**config.mk**
```make
export PLATFORM = sky130hd
export DESIGN_NAME = lsu_byte_ram_ctrl_flat
export DESIGN_NICKNAME = d
export VERILOG_FILES = /design/src/rtl/lsu_byte_ram_ctrl_if.sv /design/src/rtl/lsu_byte_ram_ctrl.sv /design/src/flat_wrapper.sv
export SDC_FILE = /design/constraint.sdc
export NUM_CORES = 1
export LEC_CHECK = 0
export CORE_MARGIN = 2
export CORE_UTILIZATION = 55
export DETAILED_ROUTE_END_ITERATION = 12
export PLACE_DENSITY_LB_ADDON = 0.1
export RECOVER_POWER = 50
export SKIP_LAST_GASP = 1
export SYNTH_ARGS = -nofsm -noshare
export SYNTH_HDL_FRONTEND = slang
export SYNTH_SLANG_ARGS = --single-unit
export TNS_END_PERCENT = 30
```
**constraint.sdc**
```tcl
create_clock -name clk -period 3 [get_ports clk]
set_clock_uncertainty 0.05 [all_clocks]
set_input_delay 0.6 -clock clk [delete_from_list [all_inputs] [get_ports clk]]
set_output_delay 0.6 -clock clk [all_outputs]
set_load 0.01 [all_outputs]
```
**src/rtl/lsu_byte_ram_ctrl_if.sv**
```systemverilog
// Bundles the CPU request/response handshake and both byte ports of the data RAM.
// Modports:
//   master - the load/store controller: takes requests, drives RAM ports, returns responses
//   slave  - the surrounding environment: memory-stage request source plus the RAM itself
// Signals:
//   req_valid/req_ready, req_we, req_size, req_unsigned, req_addr, req_wdata
//   resp_valid, resp_rdata
//   mem_we1/2, mem_addr1/2, mem_wdata1/2, mem_rdata1/2
interface lsu_byte_ram_ctrl_if #(
  parameter int unsigned ADDR_W = 32
) ();
  logic              req_valid;
  logic              req_ready;
  logic              req_we;
  logic [1:0]        req_size;
  logic              req_unsigned;
  logic [ADDR_W-1:0] req_addr;
  logic [31:0]       req_wdata;
  logic              resp_valid;
  logic [31:0]       resp_rdata;

  logic              mem_we1;
  logic              mem_we2;
  logic [ADDR_W-1:0] mem_addr1;
  logic [ADDR_W-1:0] mem_addr2;
  logic [7:0]        mem_wdata1;
  logic [7:0]        mem_wdata2;
  logic [7:0]        mem_rdata1;
  logic [7:0]        mem_rdata2;

  modport master (
    input  req_valid, req_we, req_size, req_unsigned, req_addr, req_wdata,
    output req_ready, resp_valid, resp_rdata,
    output mem_we1, mem_we2, mem_addr1, mem_addr2, mem_wdata1, mem_wdata2,
    input  mem_rdata1, mem_rdata2
  );

  modport slave (
    output req_valid, req_we, req_size, req_unsigned, req_addr, req_wdata,
    input  req_ready, resp_valid, resp_rdata,
    input  mem_we1, mem_we2, mem_addr1, mem_addr2, mem_wdata1, mem_wdata2,
    output mem_rdata1, mem_rdata2
  );
endinterface

```
**src/rtl/lsu_byte_ram_ctrl.sv**
```systemverilog
// Load/store controller for a dual-port byte-wide data RAM. Takes one byte/half/word
// request at a time, splits it into little-endian byte accesses (two per cycle, ports
// 1 and 2), and reassembles load data with sign/zero extension.
// Ports:
//   clk    - rising-edge clock
//   rst_n  - asynchronous active-low reset; drops any request in flight
//   bus    - lsu_byte_ram_ctrl_if.master: CPU handshake, response, RAM byte ports
module lsu_byte_ram_ctrl #(
  parameter int unsigned ADDR_W = 32
) (
  input logic                       clk,
  input logic                       rst_n,
  lsu_byte_ram_ctrl_if.master       bus
);

  typedef enum logic [1:0] {
    IDLE = 2'd0,
    ACC0 = 2'd1,
    ACC1 = 2'd2,
    CAP  = 2'd3
  } state_e;

  typedef struct packed {
    logic              we;
    logic [1:0]        size;
    logic              uns;
    logic [ADDR_W-1:0] addr;
  } req_t;

  state_e            state_q, state_d;
  req_t              req_q, req_d;
  logic [31:0]       data_q, data_d;
  logic              resp_valid_q, resp_valid_d;
  logic [31:0]       resp_rdata_q, resp_rdata_d;
  logic              we1_q, we1_d, we2_q, we2_d;
  logic [ADDR_W-1:0] addr1_q, addr1_d, addr2_q, addr2_d;
  logic [7:0]        wdata1_q, wdata1_d, wdata2_q, wdata2_d;
  logic [31:0]       raw;

  // Sign/zero extension of the assembled little-endian load value.
  function automatic logic [31:0] extend(input logic [1:0] size, input logic uns,
                                         input logic [31:0] val);
    logic [31:0] r;
    if (size[1])            r = val;
    else if (size == 2'd1)  r = {(uns ? 16'h0 : {16{val[15]}}), val[15:0]};
    else                    r = {(uns ? 24'h0 : {24{val[7]}}), val[7:0]};
    return r;
  endfunction

  // State and output registers.
  always_ff @(posedge clk or negedge rst_n) begin
    if (!rst_n) begin
      state_q      <= IDLE;
      req_q        <= '0;
      data_q       <= '0;
      resp_valid_q <= 1'b0;
      resp_rdata_q <= '0;
      we1_q        <= 1'b0;
      we2_q        <= 1'b0;
      addr1_q      <= '0;
      addr2_q      <= '0;
      wdata1_q     <= '0;
      wdata2_q     <= '0;
    end else begin
      state_q      <= state_d;
      req_q        <= req_d;
      data_q       <= data_d;
      resp_valid_q <= resp_valid_d;
      resp_rdata_q <= resp_rdata_d;
      we1_q        <= we1_d;
      we2_q        <= we2_d;
      addr1_q      <= addr1_d;
      addr2_q      <= addr2_d;
      wdata1_q     <= wdata1_d;
      wdata2_q     <= wdata2_d;
    end
  end

  // Next state; RAM port values are computed for the state being entered so they are
  // presented straight from flops during that state.
  always_comb begin
    state_d      = state_q;
    req_d        = req_q;
    data_d       = data_q;
    resp_valid_d = 1'b0;
    resp_rdata_d = resp_rdata_q;
    we1_d        = 1'b0;
    we2_d        = 1'b0;
    addr1_d      = '0;
    addr2_d      = '0;
    wdata1_d     = '0;
    wdata2_d     = '0;
    raw          = '0;

    case (state_q)
      IDLE: begin
        if (bus.req_valid) begin
          req_d.we   = bus.req_we;
          req_d.size = bus.req_size;
          req_d.uns  = bus.req_unsigned;
          req_d.addr = bus.req_addr;
          data_d     = bus.req_wdata;
          state_d    = ACC0;
          addr1_d    = bus.req_addr;
          addr2_d    = bus.req_addr + ADDR_W'(1);
          if (bus.req_we) begin
            we1_d    = 1'b1;
            we2_d    = (bus.req_size != 2'd0);
            wdata1_d = bus.req_wdata[7:0];
            wdata2_d = bus.req_wdata[15:8];
          end
        end
      end

      ACC0: begin
        if (req_q.size[1]) begin
          state_d = ACC1;
          addr1_d = req_q.addr + ADDR_W'(2);
          addr2_d = req_q.addr + ADDR_W'(3);
          if (req_q.we) begin
            we1_d    = 1'b1;
            we2_d    = 1'b1;
            wdata1_d = data_q[23:16];
            wdata2_d = data_q[31:24];
          end
        end else if (!req_q.we) begin
          state_d = CAP;
          addr1_d = addr1_q;
          addr2_d = addr2_q;
        end else begin
          state_d      = IDLE;
          resp_valid_d = 1'b1;
          resp_rdata_d = '0;
        end
      end

      ACC1: begin
        if (req_q.we) begin
          state_d      = IDLE;
          resp_valid_d = 1'b1;
          resp_rdata_d = '0;
        end else begin
          // RAM now returns the ACC0 bytes (0 and 1).
          state_d      = CAP;
          addr1_d      = addr1_q;
          addr2_d      = addr2_q;
          data_d[15:0] = {bus.mem_rdata2, bus.mem_rdata1};
        end
      end

      CAP: begin
        if (req_q.size[1]) raw = {bus.mem_rdata2, bus.mem_rdata1, data_q[15:0]};
        else               raw = {16'h0, bus.mem_rdata2, bus.mem_rdata1};
        data_d       = raw;
        resp_rdata_d = extend(req_q.size, req_q.uns, raw);
        resp_valid_d = 1'b1;
        state_d      = IDLE;
      end

      default: state_d = IDLE;
    endcase
  end

  assign bus.req_ready  = (state_q == IDLE);
  assign bus.resp_valid = resp_valid_q;
  assign bus.resp_rdata = resp_rdata_q;
  assign bus.mem_we1    = we1_q;
  assign bus.mem_we2    = we2_q;
  assign bus.mem_addr1  = addr1_q;
  assign bus.mem_addr2  = addr2_q;
  assign bus.mem_wdata1 = wdata1_q;
  assign bus.mem_wdata2 = wdata2_q;

endmodule

```
**src/flat_wrapper.sv**
```systemverilog
// flat-port wrapper written by rule: the top's interface ports become plain ports
module lsu_byte_ram_ctrl_flat 
#(
  parameter int unsigned ADDR_W = 32
)
  (clk, rst_n, bus_req_valid, bus_req_we, bus_req_size, bus_req_unsigned, bus_req_addr, bus_req_wdata, bus_req_ready, bus_resp_valid, bus_resp_rdata, bus_mem_we1, bus_mem_we2, bus_mem_addr1, bus_mem_addr2, bus_mem_wdata1, bus_mem_wdata2, bus_mem_rdata1, bus_mem_rdata2);
  lsu_byte_ram_ctrl_if #(.ADDR_W(ADDR_W)) bus_i ();
  input logic clk;
  input logic rst_n;
  input wire logic [$bits(bus_i.req_valid)-1:0] bus_req_valid;
  input wire logic [$bits(bus_i.req_we)-1:0] bus_req_we;
  input wire logic [$bits(bus_i.req_size)-1:0] bus_req_size;
  input wire logic [$bits(bus_i.req_unsigned)-1:0] bus_req_unsigned;
  input wire logic [$bits(bus_i.req_addr)-1:0] bus_req_addr;
  input wire logic [$bits(bus_i.req_wdata)-1:0] bus_req_wdata;
  output wire logic [$bits(bus_i.req_ready)-1:0] bus_req_ready;
  output wire logic [$bits(bus_i.resp_valid)-1:0] bus_resp_valid;
  output wire logic [$bits(bus_i.resp_rdata)-1:0] bus_resp_rdata;
  output wire logic [$bits(bus_i.mem_we1)-1:0] bus_mem_we1;
  output wire logic [$bits(bus_i.mem_we2)-1:0] bus_mem_we2;
  output wire logic [$bits(bus_i.mem_addr1)-1:0] bus_mem_addr1;
  output wire logic [$bits(bus_i.mem_addr2)-1:0] bus_mem_addr2;
  output wire logic [$bits(bus_i.mem_wdata1)-1:0] bus_mem_wdata1;
  output wire logic [$bits(bus_i.mem_wdata2)-1:0] bus_mem_wdata2;
  input wire logic [$bits(bus_i.mem_rdata1)-1:0] bus_mem_rdata1;
  input wire logic [$bits(bus_i.mem_rdata2)-1:0] bus_mem_rdata2;
  assign bus_i.req_valid = bus_req_valid;
  assign bus_i.req_we = bus_req_we;
  assign bus_i.req_size = bus_req_size;
  assign bus_i.req_unsigned = bus_req_unsigned;
  assign bus_i.req_addr = bus_req_addr;
  assign bus_i.req_wdata = bus_req_wdata;
  assign bus_req_ready = bus_i.req_ready;
  assign bus_resp_valid = bus_i.resp_valid;
  assign bus_resp_rdata = bus_i.resp_rdata;
  assign bus_mem_we1 = bus_i.mem_we1;
  assign bus_mem_we2 = bus_i.mem_we2;
  assign bus_mem_addr1 = bus_i.mem_addr1;
  assign bus_mem_addr2 = bus_i.mem_addr2;
  assign bus_mem_wdata1 = bus_i.mem_wdata1;
  assign bus_mem_wdata2 = bus_i.mem_wdata2;
  assign bus_i.mem_rdata1 = bus_mem_rdata1;
  assign bus_i.mem_rdata2 = bus_mem_rdata2;
  lsu_byte_ram_ctrl #(.ADDR_W(ADDR_W)) u_core (.clk(clk), .rst_n(rst_n), .bus(bus_i));
endmodule
```
## Word level (Yosys, flattened, before mapping)

Cells that the tools add are included.

| cells by class | value |
|---|---|
| add/sub/neg operators | 3 |
| equal/unequal tests | 7 |
| muxes and demuxes | 44 |
| reduce and logical (&&, ||, !) cells | 9 |

Operators by type and width:

| operator | number |
|---|---|
| $mux 32 | 12 |
| $pmux 32 s3 | 3 |
| $add 32x2->32 const B | 2 |
| $mux 8 | 8 |
| $pmux 16 s3 | 1 |
| $add 32x1->32 const B | 1 |
| $mux 16 | 2 |
| $pmux 16 s2 | 1 |
| $pmux 8 s2 | 2 |
| $mux 24 | 1 |
| $pmux 2 s4 | 1 |
| $mux 1 | 7 |
| $mux 2 | 3 |
| $ne 2x2->1 const B | 3 |
| $reduce_and 2->1 | 3 |
| $reduce_bool 3->1 | 2 |
| $eq 2x1->1 const B | 2 |
| $eq 2x2->1 const B | 2 |
| $pmux 1 s2 | 2 |
| $reduce_bool 2->1 | 2 |
| $pmux 1 s3 | 1 |
| $reduce_and 3->1 | 1 |
| $logic_not 2->1 | 1 |

| word-level totals | value |
|---|---|
| bits in registers | 185 |
| output and inout bits | 116 |

## Depth between registers and ports, before layout

| logic depth | value |
|---|---|
| depth in word-level cells | 5 |
| gate-level depth with buffers | 8 |

## Least setup slack after synthesis

OpenSTA, ideal clock, no wires.

| timing path | value |
|---|---|
| kind | input to register |
| start point | input bus_req_addr[7] |
| end point | register u_core.addr2_q[31] (netlist: u_core.bus.mem_addr2[31]) |
| arrival | 1.946 ns |
| required time | 2.824 ns |
| setup slack | 0.878 ns |
| stages on the path | 6 |
| path through | clkbuf_2 > nand4_2 > nor4_2 > nand4_1 > xnor2_1 > a221o_1 |

| on the way | value |
|---|---|
| cells in the longest elaborated chain, start to end | 3 |

Ends and longest elaborated chain:

| what | RTL line | source |
|---|---|---|
| start: declaration | flat_wrapper.sv:14 | `input wire logic [$bits(bus_i.req_addr)-1:0] bus_req_addr;` |
| $add 32x1->32 | lsu_byte_ram_ctrl.sv:105 | `addr2_d = bus.req_addr + ADDR_W'(1);` |
| $mux 32 | lsu_byte_ram_ctrl.sv:97 | `if (bus.req_valid) begin` |
| $pmux 32 s3 | lsu_byte_ram_ctrl.sv:95 | `case (state_q)` |
| via u_core.addr2_d[31] | lsu_byte_ram_ctrl.sv:36 | `logic [ADDR_W-1:0] addr1_q, addr1_d, addr2_q, addr2_d;` |
| end signal: assignment | lsu_byte_ram_ctrl.sv:73 | `addr2_q <= addr2_d;` |
| end: declaration | lsu_byte_ram_ctrl.sv:36 |  |

The timed path passes the listed nets, and every way through them passes these cells.
A chain may end at the register's enable or synchronous reset.

## Worst setup path after layout

| timing path | value |
|---|---|
| start point | register u_core.state_q[1] |
| end point | output bus_req_ready |

| on the way | value |
|---|---|
| cells in the longest elaborated chain, start to end | 1 |

Ends and longest elaborated chain:

| what | RTL line | source |
|---|---|---|
| start: declaration | lsu_byte_ram_ctrl.sv:30 | `state_e state_q, state_d;` |
| start signal: assignment | lsu_byte_ram_ctrl.sv:65 | `state_q <= state_d;` |
| $logic_not 2->1 | lsu_byte_ram_ctrl.sv:164 | `assign bus.req_ready = (state_q == IDLE);` |
| end: declaration | flat_wrapper.sv:16 | `output wire logic [$bits(bus_i.req_ready)-1:0] bus_req_ready;` |

No other way between the ends.

==> results.yml <==
run_status:
  outcome: "finished, violations left"
  violations: "max-capacitance violations, max-slew violations"
timing:
  worst_pin_slew_ps: 1900
  timing.hold.ws_ps: 429
  finalHoldViolCount: 0
  finalSetupViolCount: 0
  fin_crit_sh_pct: 91.0
  slew_viol_final: 68
  final.min_clock_period_ps: 2730
  maxClockFrequency_mhz: 367
  tns_ps: 0
  setup_ws_ps: 271
  rsz0062_at_grt: "no"
  slew_headroom_pct: -26.9
global_route:
  grt_max_degree: 71
  antenna_found_initial: 0
  gr-total-overflow: 0
  grt.total_usage_pct: 33.3
  grt_pass1_vias: 8539
  grt_pass1_wl_um: 47800
die:
  pin_count: 203
  start_util_pct: 56.1
  die_h_um: 137
  coreArea_um2: 17200
  die_x_um: 137
  fp.dieArea_um2: 18700
  num_rows: 48
yosys:
  synth_edf_count: 0
  synth.distinct_cells: 64
  synth_seq_cells: 185
  yosysSeqAreaShare_pct: 47.9
  yosys_warnings: 0
  ys.flop_type: "dfrtp_1"
  synth_top_area_share_pct: 47.9
  synthesis.area_um2: 9670
  yosys.area.top_type: "dfrtp_1"
  syn_inst: 1015
  syn-num-nets: 1106
  syn_area_per_cell_um2: 9.53
  synth_area_leaders: "dfrtp_1 48%, nand2_1 6.4%, a22o_1 3.6%"
  ys_async_sr_fraction_pct: 100
  synth_common_cells: "185 x dfrtp_1, 164 x nand2_1, 60 x o21ai_0"
  synth.most_common_cell: "dfrtp_1"
power:
  irDropWorstVdd_uv: 571
  p_per_area_nw_per_um2: 986
  power.leakage_nw: 5.42
detailed_routing:
  drt_pass1_iterations: 6
  wirelength_um: 30500
  drt_iter0_markers: 1010
  wl_per_cell_um: 21.2
  drc: 0
  antenna_left: 0
  via_count: 9081
  drt-vias-per-instance: 6.30
worst_setup_path:
  max_stage_delay_ps: 610
  crit_fanout: 22
  crit_chain: "buf_4 -> nor2_1 -> clkdlybuf4s50_1"
  cp.required_ps: 2350
  critPathArrivalTime_ps: 2080
  crit_type: "reg -> out"
  cp_slowest_cell: "clkdlybuf4s50_1"
  endpoint_kind: "output pin"
  critPathLaunchType: "flop"
place:
  hpwlAfterDp_um: 21800
  pre_cts_ws_ps: 230
  io_buffers: 202
  place_inst: 1410
  routabilityCongestion: 0.959
cells_and_area:
  final_net_count: 1295
  diodes: 0
  utilization_pct: 73.4
  syn2layout_area_growth_pct: 30.8
  final_cells: 1442
  drive_gt1_share_pct: 8.38
clocking:
  cts_tree: "built"
  hold_buffers: 0
  cts-root-buf: "clkbuf_16"
  cts_buffer_depth: 2
  h-tree-depth: 4
  cts_resized: 0
  clk_pin_slew_ps: 70
  cts_made_buffers: 17
  cts_sinks: 185
  cts_setup_buffers: 0
  clock_latency_ps: 430
hold_path:
  hp-class: "reg -> reg"
job:
  drv_cap: 1
[cells by family after synthesis]
kind of cell	count (synthesis)	share of synthesized area, %
flops	185	47.9
simple gates	361	19.1
buf+inv	106	4.79
compound gates	269	19.3
xor+xnor	73	6.61
fa+ha+maj	4	0.517
mux	17	1.79
[power breakdown]
| part | switching (mW) | total, mW | internal [mW] |
|---|---|---|---|
| clock network | 1.08 | 2.43 | 1.35 |
| registers | 1.09 | 4.60 | 3.50 |
| logic | 2.96 | 5.44 | 2.48 |
| total | 5.13 | 12.5 | 7.33 |
[routing by layer]
layer	vias up	track usage, %	share of wire (%)
met2	545	53.2	48
met1	4403	46.5	41
li1	4067	-	-
met5	-	0	0
met3	66	5.63	8.4
met4	0	10.2	2.2
[layout by cell type, fill, tap and decap left out, types with 4 or more instances in the layout]
cell	n
nor4_1	12
o22ai_1	36
nand3_1	33
a22o_1	40
a211oi_1	4
nand2b_1	20
nand2_1	163
a21o_1	5
dlygate4sd3_1	30
o211ai_1	21
nor3_1	13
a21oi_1	36
and3_1	13
a222oi_1	17
a221o_1	12
inv_8	5
clkdlybuf4s50_1	171
nor2_1	38
or3_1	5
mux2i_1	15
dfrtp_1	184
inv_1	27
a22oi_1	16
o21ai_0	61
clkbuf_2	4
nand4_1	27
xnor2_1	33
xor2_1	40
buf_4	38
nor2b_1	5
ha_1	4
clkbuf_16	17
o221ai_1	5
[critical path, delay by kind of cell (launching register included)]
family	cells	cell delay, ps
buffers and inverters	2	920
and+or+nand+nor	1	180
DFF	1	550
[layout make-up]
cell class / instances / area [um2]
Fill cell: 1282 / 4590
Multi-Input combinational cell: 724 / 4610
Timing Repair Buffer: 248 / 2380
Clock buffer: 18 / 429
Sequential cell: 185 / 4630
Inverter: 28 / 105
Tap cell: 225 / 282
Clock inverter: 14 / 204
[worst paths after layout]
path,startpoint,endpoint,slack (ps),depth (start not counted)
worst min register to register,u_core.bus.resp_rdata[4],u_core.bus.resp_rdata[4],430,2
min in group asynchronous,rst_n,u_core.data_q[21],620,1
worst max register to register,u_core.state_q[1],u_core.bus.mem_wdata2[5],280,6
worst min-delay path,u_core.bus.resp_rdata[4],u_core.bus.resp_rdata[4],430,2
worst max-delay path,u_core.state_q[1],bus_req_ready,270,3
max in group asynchronous,rst_n,u_core.req_q[34],1010,1
[stage by stage]
| step | total power, mW | area (um2) |
|---|---|---|
| 2_1_floorplan | 7.49 | 9670 |
| 3_3_place_gp | 9.92 | 12000 |
| 3_5_place_dp | 10.0 | 12000 |
| 4_1_cts | 12.5 | 12700 |
| 5_1_grt | 13.2 | 12600 |
| 6_report | 12.5 | 12600 |
[state kept, by name (all words and copies together) (netlist names)]
name and flops:
u_core.req_q 36, u_core.bus.mem_addr1 32, u_core.bus.mem_addr2 32, u_core.bus.resp_rdata 32, u_core.data_q 32, u_core.bus.mem_wdata1 8, u_core.bus.mem_wdata2 8, u_core.state_q 2
u_core.bus.mem_we1 1, u_core.bus.mem_we2 1, u_core.bus.resp_valid 1
Note: power is estimated with default switching activity, not from simulation.
==> variant 1: new RTL, same settings <==
`ADDR_W` is set to 32 in 3 places; all go to 24.
--- a/src/rtl/lsu_byte_ram_ctrl_if.sv
+++ b/src/rtl/lsu_byte_ram_ctrl_if.sv
@@ -7,7 +7,7 @@
 //   resp_valid, resp_rdata
 //   mem_we1/2, mem_addr1/2, mem_wdata1/2, mem_rdata1/2
 interface lsu_byte_ram_ctrl_if #(
-  parameter int unsigned ADDR_W = 32
+  parameter int unsigned ADDR_W = 24
 ) ();
   logic              req_valid;
   logic              req_ready;
--- a/src/rtl/lsu_byte_ram_ctrl.sv
+++ b/src/rtl/lsu_byte_ram_ctrl.sv
@@ -6,7 +6,7 @@
 //   rst_n  - asynchronous active-low reset; drops any request in flight
 //   bus    - lsu_byte_ram_ctrl_if.master: CPU handshake, response, RAM byte ports
 module lsu_byte_ram_ctrl #(
-  parameter int unsigned ADDR_W = 32
+  parameter int unsigned ADDR_W = 24
 ) (
   input logic                       clk,
   input logic                       rst_n,
--- a/src/flat_wrapper.sv
+++ b/src/flat_wrapper.sv
@@ -1,7 +1,7 @@
 // flat-port wrapper written by rule: the top's interface ports become plain ports
 module lsu_byte_ram_ctrl_flat 
 #(
-  parameter int unsigned ADDR_W = 32
+  parameter int unsigned ADDR_W = 24
 )
   (clk, rst_n, bus_req_valid, bus_req_we, bus_req_size, bus_req_unsigned, bus_req_addr, bus_req_wdata, bus_req_ready, bus_resp_valid, bus_resp_rdata, bus_mem_we1, bus_mem_we2, bus_mem_addr1, bus_mem_addr2, bus_mem_wdata1, bus_mem_wdata2, bus_mem_rdata1, bus_mem_rdata2);
   lsu_byte_ram_ctrl_if #(.ADDR_W(ADDR_W)) bus_i ();
Ports: changed (resized bus_mem_addr1, bus_mem_addr2 and bus_req_addr); port bits go from 203 to 179. No check against the original RTL was run, so the function may have changed too.
==> variant 1 against the unedited design <==
- the run still ends with capacitance limit, slew limit left
- die area fell by 15%
- sequential share of layout area rose by 0.52 points
- final cell count fell by 14%
- sequential power fell by 15%
- final area fell by 14%
- worst setup slack improved by 91 ps
- synthesized area fell by 16%
- total power fell by 8.8%
- clock power rose by 3%
- global-route usage fell by 0.61 points
- utilization rose by 1.3 points
- sequential cell count fell by 24
- routed wire length fell by 15%
- critical path type unchanged
- largest cell class unchanged
- largest power group unchanged
- highest routed layer unchanged
==> variant 1: results (changes against the unedited design) <==
{
  "fillCellCount": {"value": 1109, "change": "-13%"},
  "synth_cells": {"value": 877, "change": "-14%"},
  "violations": "capacitance limit, slew limit",
  "ys_top_cells_by_area": "sky130_fd_sc_hd__dfrtp_1 49%, sky130_fd_sc_hd__nand2_1 6.7%, sky130_fd_sc_hd__xnor2_1 3.6%, sky130_fd_sc_hd__o21ai_0 3.4%, sky130_fd_sc_hd__nor2_1 2.9%",
  "gr-usage-met1": {"value": 43.3, "unit": "%", "change": "-3.2 points"},
  "number_of_i_o_port_buffers": {"value": 178, "change": "-12%"},
  "gp_routability_congestion": {"value": 0.949, "change": "-1.1%"},
  "detailroute.wirelength.met3": {"value": 1930, "unit": "um", "change": "-25%"},
  "drive_above_1_share": {"value": 7.50, "unit": "%", "change": "-0.89 points"},
  "use_met3": {"value": 6.46, "unit": "%", "change": "+0.83 points"},
  "met2_layer_wire_length_in_the_routed_design": {"value": 12600, "unit": "um", "change": "-14%"},
  "pre_cts_worst_setup_slack": {"value": 274, "unit": "ps", "change": "+44.2 ps"},
  "switching_share": {"value": 39.3, "unit": "%", "change": "-1.9 points"},
  "overall_fraction_of_global_route_tracks_in_use": {"value": 32.7, "unit": "%", "change": "-0.61 points"},
  "dp_hpwl": {"value": 17600, "unit": "um", "change": "-19%"},
  "maxSlewViolCount": {"value": 78, "change": "+15%"},
  "final_cell_count_no_fill": {"value": 1238, "change": "-14%"},
  "vdd_ir_max": {"value": 691, "unit": "uV", "change": "+21%"},
  "grt_first_pass_wirelength": {"value": 40800, "unit": "um", "change": "-15%"},
  "status": "finished with violations",
  "powerComb": {"value": 4.95, "unit": "mW", "change": "-9.0%"},
  "route.final.wire_length": {"value": 26000, "unit": "um", "change": "-15%"},
  "detailedRoute.firstIterationViolations": {"value": 851, "change": "-16%"},
  "pin_count_of_the_biggest_net_entering_global_routing": {"value": 80, "change": "+13%"},
  "clk-power": {"value": 2.50, "unit": "mW", "change": "+3%"},
  "drv.max_cap_violation_count": {"value": 1, "change": "unchanged"}
}
variant 1: cell types whose count changed in the layout (fill, tap and decap cells not counted), moves of 13 or more:
cell / change
sky130_fd_sc_hd__a22o_1: -16
sky130_fd_sc_hd__dfrtp_1: -23
sky130_fd_sc_hd__dlygate4sd3_1: -15
sky130_fd_sc_hd__nand2_1: -17
sky130_fd_sc_hd__nand2b_1: -17
sky130_fd_sc_hd__nand3_1: -20
sky130_fd_sc_hd__nand4_1: -16
sky130_fd_sc_hd__nor2_1: +24
sky130_fd_sc_hd__o211ai_1: -13
sky130_fd_sc_hd__xor2_1: -17
variant 1: final cells by class:
cell class | instances | share of cell area, %
tap | 184 | 2.12
clock buffer | 19 | 4.08
inverter | 31 | 1.07
sequential | 161 | 37.1
multi-input combinational | 617 | 34.4
clock inverter | 13 | 2.13
timing repair buffer | 213 | 19.1
variant 1: final timing paths:
path | end | cells past startpoint | slack [ps] | from
worst max-delay path | bus_req_ready | 2 | 360 | u_core.state_q[1]
min in group asynchronous | u_core.bus.resp_rdata[4] | 1 | 700 | rst_n
worst min register to register | u_core.bus.resp_rdata[24] | 2 | 420 | u_core.bus.resp_rdata[24]
max in group asynchronous | u_core.bus.mem_addr1[15] | 1 | 990 | rst_n
worst min-delay path | u_core.bus.resp_rdata[24] | 2 | 420 | u_core.bus.resp_rdata[24]
worst max register to register | u_core.data_q[28] | 6 | 410 | u_core.state_q[1]
variant 1: kinds of logic (layout without fill, tap and decap cells):
kind of cell / count (synthesis) / after routing / synth area share [%]
compound gates: 243 / 243 / 20.3
mux: 11 / 11 / 1.35
simple gates: 302 / 302 / 17.2
fa+ha+maj: 4 / 4 / 0.613
buf+inv: 99 / 276 / 4.97
flops: 161 / 161 / 49.4
xor+xnor: 57 / 57 / 6.12
==> variant 2: new RTL, same flow settings <==
Without the edit above. Take the reset off `addr2_q` and load it in a clocked block of its own.
--- a/src/rtl/lsu_byte_ram_ctrl.sv
+++ b/src/rtl/lsu_byte_ram_ctrl.sv
@@ -58,7 +58,6 @@
       we1_q        <= 1'b0;
       we2_q        <= 1'b0;
       addr1_q      <= '0;
-      addr2_q      <= '0;
       wdata1_q     <= '0;
       wdata2_q     <= '0;
     end else begin
@@ -70,10 +69,13 @@
       we1_q        <= we1_d;
       we2_q        <= we2_d;
       addr1_q      <= addr1_d;
-      addr2_q      <= addr2_d;
       wdata1_q     <= wdata1_d;
       wdata2_q     <= wdata2_d;
     end
+  end
+
+  always_ff @(posedge clk) begin
+    addr2_q <= addr2_d;
   end
 
   // Next state; RAM port values are computed for the state being entered so they are
Check against the original RTL: not equivalent (a bounded check fails within 4 cycles, from zero or initial values and one cycle with rst_n low).
==> variant 2 against the unedited design <==
- the flow finishes with violations (capacitance limit)
- final area down 1.9%
- worst setup slack better by 210 ps
- total power down 2.0%
- sequential cell count unchanged
- synthesized cell count unchanged
- routed wire length down 2.2%
- register-to-register slack better by 200 ps
- via count down 0.96%
- synthesized area down 1.7%
- largest cell class is now multi-input gates
==> variant 2: results (changes against the unedited design) <==
{
  "status": "finished with violations",
  "violations": "capacitance limit",
  "crit_end": "u_core.bus.resp_rdata[29]",
  "vdd_ir_max": {"value": 541, "unit": "uV", "change": "-5.3%"},
  "via_count_of_the_first_global_routing_pass": {"value": 8751, "change": "+2.5%"},
  "grt_first_pass_wirelength": {"value": 46900, "unit": "um", "change": "-2.0%"},
  "timing.final.crit_share": {"value": 84.1, "unit": "%", "change": "-6.9 points"},
  "detailedRoute.firstIterationViolations": {"value": 892, "change": "-12%"},
  "route.final.wire_length": {"value": 29900, "unit": "um", "change": "-2.2%"},
  "p_leak": {"value": 5.20, "unit": "nW", "change": "-4.0%"},
  "path_max_fanout": {"value": 21, "change": "-4.5%"},
  "drive_above_1_share": {"value": 8.13, "unit": "%", "change": "-0.25 points"},
  "drv.max_cap_violation_count": {"value": 1, "change": "unchanged"},
  "drt-pass1-iter-count": {"value": 5, "change": "-1"},
  "ff2ff_setup_slack": {"value": 480, "unit": "ps", "change": "+200 ps"},
  "critical_path.slowest_cell": "sky130_fd_sc_hd__nor3_2",
  "critical_path_arrival": {"value": 2840, "unit": "ps", "change": "+760 ps"},
  "gp_routability_congestion": {"value": 0.937, "change": "-2.3%"},
  "design.final.nets": {"value": 1296, "change": "+0.077%"},
  "cp_slowest_stage_delay": {"value": 850, "unit": "ps", "change": "+240 ps"},
  "average_cell_area_after_synthesis": {"value": 9.37, "unit": "sq um", "change": "-1.7%"},
  "netlist-cell-type-count": {"value": 65, "change": "+1.6%"},
  "worst_pin_slew": {"value": 1490, "unit": "ps", "change": "-415 ps"},
  "dp_hpwl": {"value": 21000, "unit": "um", "change": "-3.3%"},
  "final_cell_count_no_fill": {"value": 1444, "change": "+0.14%"}
}
==> variant 2: worst max-delay path: cells and delay by family, from the launching register on <==
kind	cells	cell delay [ps]
buffers and inverters	1	390
DFF	1	790
and+or+nand+nor	1	850
AOI/OAI and AO/OA	2	350
==> variant 2: layout make-up <==
class                           count  area, sq um
Antenna cell                        1         2.50
Tap cell                          225          282
Sequential cell                   185         4470
Fill cell                        1347         4710
Inverter                           28          105
Timing Repair Buffer              249         2380
Multi-Input combinational cell    724         4600
Clock inverter                     14          133
Clock buffer                       18          429
==> variant 2: through the flow <==
step | hold WS [ps] | cell area [sq um]
finish | 31.4 | 12400
global route | 56.7 | 12400
CTS | 62.6 | 12500
detailed placement | 397 | 11900
global placement | 386 | 11900
floorplan | 254 | 9510
==> variant 2: report_power, final <==
| group | switching, mW | leakage [nW] | internal, mW |
|---|---|---|---|
| Combinational | 2.95 | 2.71 | 2.52 |
| Sequential | 1.06 | 2.21 | 3.51 |
| Clock | 1.08 | 0.275 | 1.10 |
| Total | 5.08 | 5.20 | 7.13 |
==> variant 2: cells by family (layout without fill, tap and decap cells) <==
| logic type | count (synthesis) | in the layout | synth area share, % |
|---|---|---|---|
| adder cells (fa/ha/maj) | 4 | 4 | 0.526 |
| multiplexers | 17 | 17 | 1.82 |
| AND/OR/NAND/NOR | 361 | 361 | 19.4 |
| other | 0 | 1 | 0 |
| XOR/XNOR | 73 | 73 | 6.72 |
| flip-flops | 185 | 185 | 47.0 |
| AO/OA/AOI/OAI | 269 | 269 | 19.6 |
| buffers and inverters | 106 | 309 | 4.87 |
==> variant 2: routing by layer <==
metal	GRT usage, %	part of all wire (%)	vias to the layer above
li1	-	-	4070
met1	43.7	41	4383
met2	55.2	49	490
met3	5.24	8.3	51
met4	11.1	2.0	0
met5	0	0	-
